--- src/rtl/mux81_scan_ctrl.sv ---
// Sequencer for an external 8-to-1 mux: walks the selects through channels 0..7,
// samples Y after a settle time on each one, and hands the assembled byte downstream.
module mux81_scan_ctrl #(
  parameter int SETTLE = 2
) (
  input  logic       CLK,
  input  logic       RST,
  input  logic       START,
  output logic       BUSY,
  output logic       S0,
  output logic       S1,
  output logic       S2,
  output logic       ENb,
  input  logic       Y,
  output logic [7:0] DOUT,
  output logic       DVALID,
  input  logic       DREADY
);

  typedef enum logic [1:0] {
    ST_IDLE,
    ST_SETTLE,
    ST_SAMPLE,
    ST_DONE
  } state_t;

  localparam logic [3:0] CNT_LAST = 4'(SETTLE - 1);

  state_t      state_reg, state_next;
  logic [2:0]  sel_reg, sel_next;
  logic [3:0]  cnt_reg, cnt_next;
  logic [7:0]  shift_reg, shift_next;
  logic [7:0]  dout_reg, dout_next;
  logic        dvalid_reg, dvalid_next;
  logic        enb_reg, enb_next;
  logic        busy_reg, busy_next;
  logic [7:0]  captured;

  // Shift register image with the current channel's bit replaced by Y.
  for (genvar gi = 0; gi < 8; gi++) begin : g_capture
    assign captured[gi] = (sel_reg == 3'(gi)) ? Y : shift_reg[gi];
  end

  always_ff @(posedge CLK) begin
    if (RST) begin
      state_reg  <= ST_IDLE;
      sel_reg    <= 3'd0;
      cnt_reg    <= 4'd0;
      shift_reg  <= 8'h00;
      dout_reg   <= 8'h00;
      dvalid_reg <= 1'b0;
      enb_reg    <= 1'b1;
      busy_reg   <= 1'b0;
    end else begin
      state_reg  <= state_next;
      sel_reg    <= sel_next;
      cnt_reg    <= cnt_next;
      shift_reg  <= shift_next;
      dout_reg   <= dout_next;
      dvalid_reg <= dvalid_next;
      enb_reg    <= enb_next;
      busy_reg   <= busy_next;
    end
  end

  always_comb begin
    state_next  = state_reg;
    sel_next    = sel_reg;
    cnt_next    = cnt_reg;
    shift_next  = shift_reg;
    dout_next   = dout_reg;
    dvalid_next = dvalid_reg;
    enb_next    = enb_reg;

    case (state_reg)
      ST_IDLE: begin
        if (START) begin
          state_next = ST_SETTLE;
          sel_next   = 3'd0;
          cnt_next   = 4'd0;
          enb_next   = 1'b0;
          shift_next = 8'h00;
        end
      end
      ST_SETTLE: begin
        if (cnt_reg == CNT_LAST) begin
          state_next = ST_SAMPLE;
        end else begin
          cnt_next = cnt_reg + 4'd1;
        end
      end
      ST_SAMPLE: begin
        shift_next = captured;
        if (sel_reg == 3'd7) begin
          state_next  = ST_DONE;
          dout_next   = captured;
          dvalid_next = 1'b1;
          enb_next    = 1'b1;
          sel_next    = 3'd0;
        end else begin
          state_next = ST_SETTLE;
          sel_next   = sel_reg + 3'd1;
          cnt_next   = 4'd0;
        end
      end
      ST_DONE: begin
        // A START coinciding with the handshake chains straight into the next scan.
        if (DREADY) begin
          dvalid_next = 1'b0;
          if (START) begin
            state_next = ST_SETTLE;
            sel_next   = 3'd0;
            cnt_next   = 4'd0;
            enb_next   = 1'b0;
            shift_next = 8'h00;
          end else begin
            state_next = ST_IDLE;
          end
        end
      end
      default: state_next = ST_IDLE;
    endcase

    busy_next = (state_next != ST_IDLE);
  end

  assign S0     = sel_reg[0];
  assign S1     = sel_reg[1];
  assign S2     = sel_reg[2];
  assign ENb    = enb_reg;
  assign DOUT   = dout_reg;
  assign DVALID = dvalid_reg;
  assign BUSY   = busy_reg;

endmodule

--- config.mk ---
export PLATFORM = sky130hd
export DESIGN_NAME = mux81_scan_ctrl
export DESIGN_NICKNAME = d
export VERILOG_FILES = /design/src/rtl/mux81_scan_ctrl.sv
export SDC_FILE = /design/constraint.sdc
export NUM_CORES = 1
export LEC_CHECK = 0
export BUFFER_PORTS_ARGS = -buffer_cell sky130_fd_sc_hd__buf_2
export CAP_MARGIN = 40
export CORE_MARGIN = 2
export CORE_UTILIZATION = 60
export CTS_BUF_LIST = sky130_fd_sc_hd__clkbuf_2 sky130_fd_sc_hd__clkbuf_4 sky130_fd_sc_hd__clkbuf_8
export DETAILED_ROUTE_END_ITERATION = 16
export HOLD_SLACK_MARGIN = 0.03
export PLACE_DENSITY = 0.9
export SETUP_SLACK_MARGIN = 0.02
export SKIP_CTS_REPAIR_TIMING = 1
export SYNTH_ARGS = -nofsm -noshare
export SYNTH_HDL_FRONTEND = slang
export SYNTH_SLANG_ARGS = --single-unit
--- constraint.sdc ---
create_clock -name CLK -period 5.45 [get_ports CLK]
set_input_delay 0.8175 -clock CLK [delete_from_list [all_inputs] [get_ports CLK]]
set_output_delay 0.8175 -clock CLK [all_outputs]
set_load 0.01 [all_outputs]
==> impl_metrics.csv <==
group,metric,value,unit
yosys,synth-edff-count,0,
sta,fmaxAchievable,0.4699,GHz
clock_tree,cts-htree-levels,1,
yosys,synthTopCellsByArea,"dfxtp_1, ha_1, nor2_1, a211oi_1, o2bb2ai_1",
finish,diodes,0,
critical_path,startpoint_type,"register",
floorplanning,row_count,16,
critical_path,cpPeakStageDelay,0.67,ns
clock_tree,cts.sinks,27,
floorplanning,io-pin-count,19,
finish,largest_reg_flops,8,
global_routing,track_usage,0.2254,
yosys,netlist_area,1272,um2
critical_path,r2r_start,"sel_reg[0]",
sta,rsz0062_at_grt,"false",
finish,drive_gt1_frac,0.1656,
sta,post-route-period-util,0.3904,
global_routing,grt.overflow.total,0,
finish,nets,171,
sta,drv_slew,0,
floorplanning,core,1982,um2
power,powerDensity,231.9,nW/um2
sta,fin_worst_skew,0.007319,ns
run,maxCapViolations,0,
yosys,ys.flop_type,"dfxtp_1",
floorplanning,start_util,0.6420,
critical_path,crit_family,"simple AND/OR/NAND/NOR gates",
critical_path,crit_start,"sel_reg[0]",
power,leakage,0.5624,nW
clock_tree,cts_root_buf,"clkbuf_4",
sta,hold_violations,0,
yosys,avgSynthCellArea,8.961,um2
yosys,synth_top_area_cell,"dfxtp_1",
placed_design,pre_cts_slack,3.268,ns
power,power,324.4,uW
finish,synthToLayoutAreaGrowth,9.931,%
global_routing,grt_max_degree,24,
yosys,seq_area_frac_synth,0.4248,
clock_tree,insertion_delay,0.32,ns
routing,antenna_left,0,
global_routing,antenna_found_initial,0,
routing,drc,0,
routing,wl,2.504,mm
sta,fin_tns_setup,0,ns
yosys,synth_cell_types,31,
floorplanning,die_h,50.05,um
hold_path,min_from,"shift_reg[4]",
sta,fin_crit,2.128,ns
global_routing,grt_pass1_wl,4.416,mm
critical_path,cp_max_fo,15,
yosys,synth_cells,142,
clock_tree,cts_tree,"yes",
clock_tree,cts_buffer_depth,2,
routing,initialDrtViolationCount,27,
yosys,synth_top_area_frac,0.4248,
power,ir_drop,0.1601,mV
sta,finalSetupViolCount,0,
critical_path,cp_slowest_cell,"nor2_1",
routing,via_per_inst,5.739,
critical_path,worstPathArrival,2.36,ns
critical_path,cp-end-kind,"register",
critical_path,worst-path-buf-inv,1,
yosys,async_flop_share,0,
clock_tree,clk_pin_slew,0.14,ns
hold_path,hp-class,"reg2reg",
floorplanning,die-area,2505,um2
routing,vias,1056,
placed_design,place_congestion,0.8626,
global_routing,grt_pass1_vias,996,
yosys,ys_ff_latch,27,
placed_design,place_hpwl,1.820,mm
clock_tree,numCtsBuffers,3,
critical_path,required,5.68,ns
critical_path,cp_cell_sequence,"ha_1, ha_1, inv_1, nor2_1, nor2_1, a211oi_1",
routing,wl_per_cell,13.61,um
critical_path,worst-setup-path-type,"reg2reg",
yosys,ys.warnings.count,0,
sta,worst_slack,3.322,ns
yosys,synth_common_cells,"dfxtp_1, nor2_1, a21oi_1, ha_1, inv_1",
sta,slew_headroom,0.4317,
floorplanning,die_w,50.05,um
yosys,synth_nets,155,
sta,tightest_slew,0.8493,ns
run_status,status,"finished, final reports clean",
yosys,synth.most_common_cell,"dfxtp_1",
placed_design,portBuffers,18,
routing,dr.pass1.iters,5,
-- placed cells by master, fill, tap and decap left out, types with 5 or more instances in the layout --
cell type	instances
nand2_1	7
buf_2	18
a211oi_1	7
dfxtp_1	27
a21oi_1	8
nand3_1	5
nor2_1	19
ha_1	8
o2bb2ai_1	6
inv_1	8
nor2b_1	6
-- layout make-up --
class | count | area [um2]
multi-input combinational | 100 | 674.4
fill | 160 | 583.1
sequential | 27 | 540.5
timing repair buffer | 18 | 90.09
tap | 27 | 33.78
clock buffer | 4 | 30.03
inverter | 8 | 30.03
-- final timing paths --
| kind | to | slack [ns] | cells after the start |
|---|---|---|---|
| setup reg to reg | DOUT[2] | 3.32 | 6 |
| hold reg to reg | shift_reg[4] | 0.48 | 1 |
| hold / removal | shift_reg[4] | 0.48 | 1 |
| setup / recovery | DOUT[2] | 3.32 | 6 |
-- cells by family after synthesis --
group	Yosys count	synth area share
simple gates	46	0.1731
compound gates	41	0.2291
flops	27	0.4248
buf+inv	15	0.04523
fa+ha+maj	8	0.07867
mux	5	0.04916
-- metal layers --
layer  part of all wire  GRT usage  wire length (um)
met1               0.49     0.3127              1218
met2               0.46     0.3618              1143
met3              0.044    0.03636               110
met4              0.012    0.06019                31
met5                  0          0                 0
-- report_power, final --
group          total, mW  switching, mW  internal [mW]
clock network     0.0898         0.0562         0.0335
logic             0.0286         0.0163         0.0123
registers          0.206        0.00512          0.201
total              0.324         0.0776          0.247
-- metrics by stage --
step	cell area, um2	hold WS (ns)	cells	util
after global routing	1399	0.5054	184	0.7058
after global placement	1369	0.4396	180	0.6907
after floorplan	1272	0.4260	142	-
after CTS	1399	0.4816	184	0.7058
final	1399	0.4811	184	0.7058
after detailed placement	1369	0.4462	180	0.6907
No activity file was read; power rests on OpenSTA's default activity.
